**src/rtl/mio_bus_responder.sv**
```systemverilog
// mio_bus_responder: far-side responder of the CPU MIO bus.
// Decodes each word request to the external synchronous RAM, the LED/switch
// port or a free-running cycle counter, and completes it with a single-cycle
// mio_ready pulse. RAM reads insert RAM_LAT wait cycles before completion.
module mio_bus_responder #(
    parameter int          ADDR_W   = 10,
    parameter int          RAM_LAT  = 1,
    parameter logic [31:0] BAD_DATA = 32'hDEAD_BEEF
) (
    input  logic              clk,
    input  logic              rst,
    input  logic              mem_r,
    input  logic              mem_w,
    input  logic [31:0]       addr,
    input  logic [31:0]       cpu_wdata,
    output logic [31:0]       cpu_rdata,
    output logic              mio_ready,
    output logic [ADDR_W-1:0] ram_addr,
    output logic [31:0]       ram_wdata,
    output logic              ram_we,
    input  logic [31:0]       ram_rdata,
    input  logic [15:0]       sw,
    output logic [15:0]       led
);

    typedef enum logic [1:0] {
        IDLE = 2'd0,
        WAIT = 2'd1,
        DONE = 2'd2
    } state_t;

    // Wait counter preload: WAIT lasts RAM_LAT cycles, the last of which
    // samples ram_rdata.
    localparam logic [3:0] WAIT_INIT = 4'(RAM_LAT - 1);

    localparam logic [31:0] IO_ADDR  = 32'hF000_0000;
    localparam logic [31:0] CNT_ADDR = 32'hF000_0004;

    state_t      state_q, state_d;
    logic [3:0]  wait_q, wait_d;
    logic [31:0] cpu_rdata_q, cpu_rdata_d;
    logic [15:0] led_q, led_d;
    logic [31:0] cnt_q, cnt_d;

    logic sel_ram;
    logic sel_io;
    logic sel_cnt;
    logic req;
    logic is_read;
    logic done_wr;

    // Address decode and request qualification; a write wins when both
    // strobes are high.
    always_comb begin
        sel_ram = (addr[31:28] == 4'h0);
        sel_io  = (addr == IO_ADDR);
        sel_cnt = (addr == CNT_ADDR);
        req     = mem_r | mem_w;
        is_read = mem_r & ~mem_w;
        done_wr = (state_q == DONE) & mem_w;
    end

    // Next state, wait counter and read-data capture.
    always_comb begin
        state_d     = state_q;
        wait_d      = wait_q;
        cpu_rdata_d = cpu_rdata_q;
        case (state_q)
            IDLE: begin
                if (req) begin
                    if (is_read && sel_ram) begin
                        state_d = WAIT;
                        wait_d  = WAIT_INIT;
                    end else begin
                        state_d = DONE;
                        if (is_read) begin
                            if (sel_io) begin
                                cpu_rdata_d = {16'h0000, sw};
                            end else if (sel_cnt) begin
                                cpu_rdata_d = cnt_q;
                            end else begin
                                cpu_rdata_d = BAD_DATA;
                            end
                        end
                    end
                end
            end
            WAIT: begin
                if (wait_q == 4'd0) begin
                    cpu_rdata_d = ram_rdata;
                    state_d     = DONE;
                end else begin
                    wait_d = wait_q - 4'd1;
                end
            end
            DONE: begin
                state_d = IDLE;
            end
            default: begin
                state_d = IDLE;
            end
        endcase
    end

    // Register writes commit at the end of DONE; a counter write replaces
    // that cycle's increment.
    always_comb begin
        led_d = led_q;
        cnt_d = cnt_q + 32'd1;
        if (done_wr && sel_io) begin
            led_d = cpu_wdata[15:0];
        end
        if (done_wr && sel_cnt) begin
            cnt_d = cpu_wdata;
        end
    end

    // State and datapath registers, asynchronously cleared.
    always_ff @(posedge clk or posedge rst) begin
        if (rst) begin
            state_q     <= IDLE;
            wait_q      <= 4'd0;
            cpu_rdata_q <= 32'd0;
            led_q       <= 16'd0;
            cnt_q       <= 32'd0;
        end else begin
            state_q     <= state_d;
            wait_q      <= wait_d;
            cpu_rdata_q <= cpu_rdata_d;
            led_q       <= led_d;
            cnt_q       <= cnt_d;
        end
    end

    assign cpu_rdata = cpu_rdata_q;
    assign led       = led_q;
    assign mio_ready = (state_q == DONE);
    assign ram_we    = done_wr & sel_ram;
    assign ram_addr  = addr[ADDR_W+1:2];
    assign ram_wdata = cpu_wdata;

endmodule
```
**config.mk**
```make
export PLATFORM = sky130hd
export DESIGN_NAME = mio_bus_responder
export DESIGN_NICKNAME = d
export VERILOG_FILES = /design/src/rtl/mio_bus_responder.sv
export SDC_FILE = /design/constraint.sdc
export NUM_CORES = 1
export LEC_CHECK = 0
export CAP_MARGIN = 20
export CORE_MARGIN = 1.5
export CORE_UTILIZATION = 30
export CTS_CLUSTER_DIAMETER = 30
export DETAILED_ROUTE_END_ITERATION = 8
export PLACE_DENSITY_LB_ADDON = 0.08
export SLEW_MARGIN = 15
export SYNTH_ARGS = -nofsm -noshare
export SYNTH_HDL_FRONTEND = slang
export SYNTH_SLANG_ARGS = --single-unit
export TNS_END_PERCENT = 50
```
**constraint.sdc**
```tcl
create_clock -name clk -period 8 [get_ports clk]
set_input_delay 1.6 -clock clk [delete_from_list [all_inputs] [get_ports clk]]
set_output_delay 1.6 -clock clk [all_outputs]
set_load 0.01 [all_outputs]
```
======== Word-level counts from Yosys, hierarchy flattened ========
Index checks and enable logic that the tools add are counted.
word-level totals
  register bits after elaboration ......... 86
  input bits .............................. 116
  output and inout bits ................... 92
  logic and storage cells ................. 48
operators by class
  $add $sub $neg .......................... 2
  eq/ne operators ......................... 10
  muxes and demuxes ....................... 16
  bitwise operators ....................... 5
  reductions and logical operators ........ 10
operators with widths
  kind                                                 number
  two-way mux 32 bit                                   7
  equality test 32 bit, second input constant          2
  one-hot mux 32 bit (2 select lines)                  1
  adder 32 x 1 -> 32 bit, second input constant        1
  two-way mux 4 bit                                    3
  != test 2 bit, second input constant                 6
  logical NOT 4 bit                                    2
  one-hot mux 4 bit (2 select lines)                   1
  two-way mux 2 bit                                    3
  AND reduction 5 bit                                  1
  one-hot mux 2 bit (2 select lines)                   1
  AND reduction 4 bit                                  1
  subtractor 4 x 1 -> 4 bit, second input constant     1
  AND 1 bit                                            3
  logical AND 1 bit                                    3
  equality test 2 x 1 -> 1 bit, second input constant  1
  equality test 2 bit, second input constant           1
  logical NOT 2 bit                                    1
  AND reduction 2 bit                                  1
  nonzero test 2 bit                                   1
  inverter 1 bit                                       1
  OR 1 bit                                             1

======== Longest topological paths before layout ========
  depth in word-level cells ............... 7
  mapped depth ............................ 8
  depth with buffers taken out ............ 7

======== Worst setup path before layout ========
OpenSTA, ideal clock, no wires.
  path kind ............................... in2out
  start ................................... in addr[28]
  end ..................................... out ram_we
  arrival ................................. 2,313 ps
  data required time ...................... 6,400 ps
  setup slack ............................. 4,087 ps
  stages .................................. 2
  path buffers ............................ 0
  cell sequence ........................... or4_1 > nor2_1
on the way
  cells in the longest elaborated chain, start to end .. 2
ends and longest elaborated chain
  item                line  RTL
  start: declaration  14    input logic [31:0] addr,
  logical NOT 4 bit   55    sel_ram = (addr[31:28] == 4'h0);
  AND 1 bit           138   assign ram_we = done_wr & sel_ram;
  end: declaration    20    output logic ram_we,
No other way between the ends.

======== Worst setup path in the final report ========
Ends and elaborated chain as after synthesis.

==> run_results.csv <==
group,metric,value,unit
global_route,grt_overflow,0,
place,io_buffers,207,
global_route,grt.total_usage,17.9,%
yosys,synthTopCellsByArea,"dfrtp_1 45%, buf_4 6.5%, nand2_1 4.6%",
clock_tree,cts.hold.buffers_added,0,
sta,fmax,206,MHz
global_route,grt_max_degree,72,
cells_and_area,final_util,45.0,%
yosys,synth_nets,603,
worst_setup_path,startpoint_type,"input port",
cells_and_area,num-fill-cells,1519,
yosys,syn_area,4810,sq um
clock_tree,htree_levels,3,
detailed_routing,route.met3.wl,950,microns
cells_and_area,multi_input_area,2220,sq um
cells_and_area,final_nets,763,
yosys,synth-seq-area-share,44.7,%
place,gp_congestion,0.804,
yosys,synth.largest_area_cell,"dfrtp_1",
yosys,yosysMostFrequentCell,"dfrtp_1",
clock_tree,clkSinkCount,86,
worst_setup_path,end_kind,"output pin",
detailed_routing,drc_errors,0,
clock_tree,cts_resized,0,
yosys,ys_warn_count,0,
detailed_routing,wl_met2,6.79,mm
detailed_routing,via_per_inst,4.66,
sta,fin_crit_sh,60.5,%
detailed_routing,top_layer,"met4",
yosys,synth_flop_cell,"dfrtp_1",
floorplanning,die_w,130,microns
detailed_routing,post_drt_wl_per_cell,16.6,microns
yosys,ys_types,47,
cells_and_area,layout-drive-gt1-share,9.26,%
worst_setup_path,critical_path_class,"input port to output pin",
floorplanning,dieHeight,130,microns
sta,period_needed,4840,ps
power,power.leakage,0.00281,uW
yosys,syn_inst,484,
place,hpwl,10.9,mm
sta,rsz0062_at_grt,"no",
sta,maxSlewHeadroom,30.6,%
detailed_routing,wl_met1,6.39,mm
run,drv_cap,0,
yosys,async_flop_share,100,%
sta,worstMarginPinSlew,1030,ps
clock_tree,root_buffer,"clkbuf_16",
power,peakVddDrop,94.2,uV
floorplanning,rows,46,
sta,fin_tns_setup,0,ps
power,powerDensity,164,nW/um^2
yosys,synth_seq_cells,86,
cells_and_area,regArea,2150,sq um
clock_tree,cts_buffers,9,
clock_tree,clock_latency,340,ps
worst_setup_path,cp_max_fo,3,
clock_tree,path_clk_slew,60,ps
floorplanning,die-area,16800,sq um
clock_tree,cts_max_path_buffers,2,
global_route,antenna_found_initial,1,
clock_tree,cts_setup_buffers,0,
yosys,synth_edf_count,0,
detailed_routing,initialDrtViolationCount,150,
clock_tree,cts_tree,"done",
status,outcome,"completed",
detailed_routing,detailedRoute.firstPassIterationCount,4,
floorplanning,io_pins,208,
worst_setup_path,cp_data_arrival_time,3240,ps
worst_setup_path,critPathRequiredTime,6400,ps
floorplanning,core,15800,sq um
sta,drv_slew,0,
worst_hold_path,hold_path_class,"flop to flop",
sta,clock_skew,6.12,ps
yosys,syn_avg_cell_area,9.95,sq um
cells_and_area,area_growth_syn_to_layout,47.3,%
yosys,yosys-top-cells-count,"86 x dfrtp_1, 59 x nand2_1, 42 x buf_4",
floorplanning,start_util,30.5,%
sta,setup_viol_count_final,0,
detailed_routing,routed_wl,14.4,mm
detailed_routing,detail-route-antenna-nets,0,
global_route,grt_pass1_vias,4320,
global_route,grt_pass1_wl,22.7,mm
sta,hold_viol,0,
yosys,synth_top_cell_area_share,44.7,%
detailed_routing,num_vias,4030,
metal layers:
layer,vias up,GRT usage (%)
met5,-,0
met4,0,6.41
met3,19,4.83
met2,126,28.4
met1,1892,23.3
li1,1993,-
report_power, final:
| part | switching, uW | internal [uW] |
|---|---|---|
| sequential | 20.9 | 470 |
| clock | 173 | 248 |
| combinational | 106 | 148 |
| total | 299 | 866 |
layout by cell type, fill, tap and decap left out, types with 12 or more instances in the layout:
| master | Yosys | layout |
|---|---|---|
| dfrtp_1 | 86 | 86 |
| xor2_1 | 22 | 22 |
| a211oi_1 | 13 | 13 |
| a21oi_1 | 18 | 18 |
| clkdlybuf4s50_1 | 0 | 206 |
| mux2i_1 | 15 | 15 |
| nand3_1 | 17 | 17 |
| o21ai_1 | 12 | 12 |
| o21ai_0 | 41 | 41 |
| nor3_1 | 17 | 17 |
| nand2_1 | 59 | 59 |
| nor2_1 | 29 | 29 |
path summary, 6_finish.rpt:
kind / from / end / depth (start not counted) / slack [ps]
max: addr[28] / ram_we / 4 / 3160
min: cpu_rdata[18]$_DFFE_PP0P_ / cpu_rdata[18]$_DFFE_PP0P_ / 2 / 490
max reg2reg: wait_q[0]$_DFFE_PP0P_ / cpu_rdata[11]$_DFFE_PP0P_ / 8 / 5430
min reg2reg: cpu_rdata[18]$_DFFE_PP0P_ / cpu_rdata[18]$_DFFE_PP0P_ / 2 / 490
max in group asynchronous: rst / cnt_q[23]$_DFF_PP0_ / 3 / 5270
min in group asynchronous: rst / led[5]$_DFFE_PP0P_ / 2 / 1530
critical path, stage by stage:
cell	delay [ps]
clkdlybuf4s50_1	450
or4_1	550
nor2_1	100
clkdlybuf4s50_1	540
registers in the layout, indices dropped and copies added (netlist names):
| name | count |
|---|---|
| led | 16 |
| cpu_rdata | 32 |
| wait_q | 4 |
| state_q | 2 |
| cnt_q | 32 |
logic make-up (layout without fill, tap and decap cells):
family	count (synthesis)	after routing	synth area share, %
multiplexers	36	36	8.81
buffers and inverters	69	233	9.10
other	0	1	0
XOR/XNOR	30	30	5.46
flip-flops	86	86	44.7
AO/OA/AOI/OAI	98	98	12.0
AND/OR/NAND/NOR	162	162	19.2
adder cells (fa/ha/maj)	3	3	0.780
per-stage QoR:
stage | total power [uW] | area (sq um) | std cells | hold WS (ps) | setup slack, ps
2_1_floorplan | 602 | 4810 | 484 | 488 | 4090
3_3_place_gp | 749 | 6770 | 848 | 472 | 3160
3_5_place_dp | 757 | 6800 | 849 | 476 | 3150
4_1_cts | 1180 | 7090 | 864 | 490 | 3150
5_1_grt | 1230 | 7090 | 865 | 509 | 3080
6_report | 1170 | 7090 | 865 | 486 | 3160
cell type report:
| class | instances | area share, % |
|---|---|---|
| antenna | 1 | 0.0353 |
| sequential | 86 | 30.3 |
| inverter | 5 | 0.300 |
| clock buffer | 11 | 3.42 |
| clock inverter | 4 | 0.670 |
| timing repair buffer | 213 | 30.1 |
| multi-input combinational | 329 | 31.4 |
| tap | 216 | 3.81 |
No activity file was read; power rests on OpenSTA's default activity.
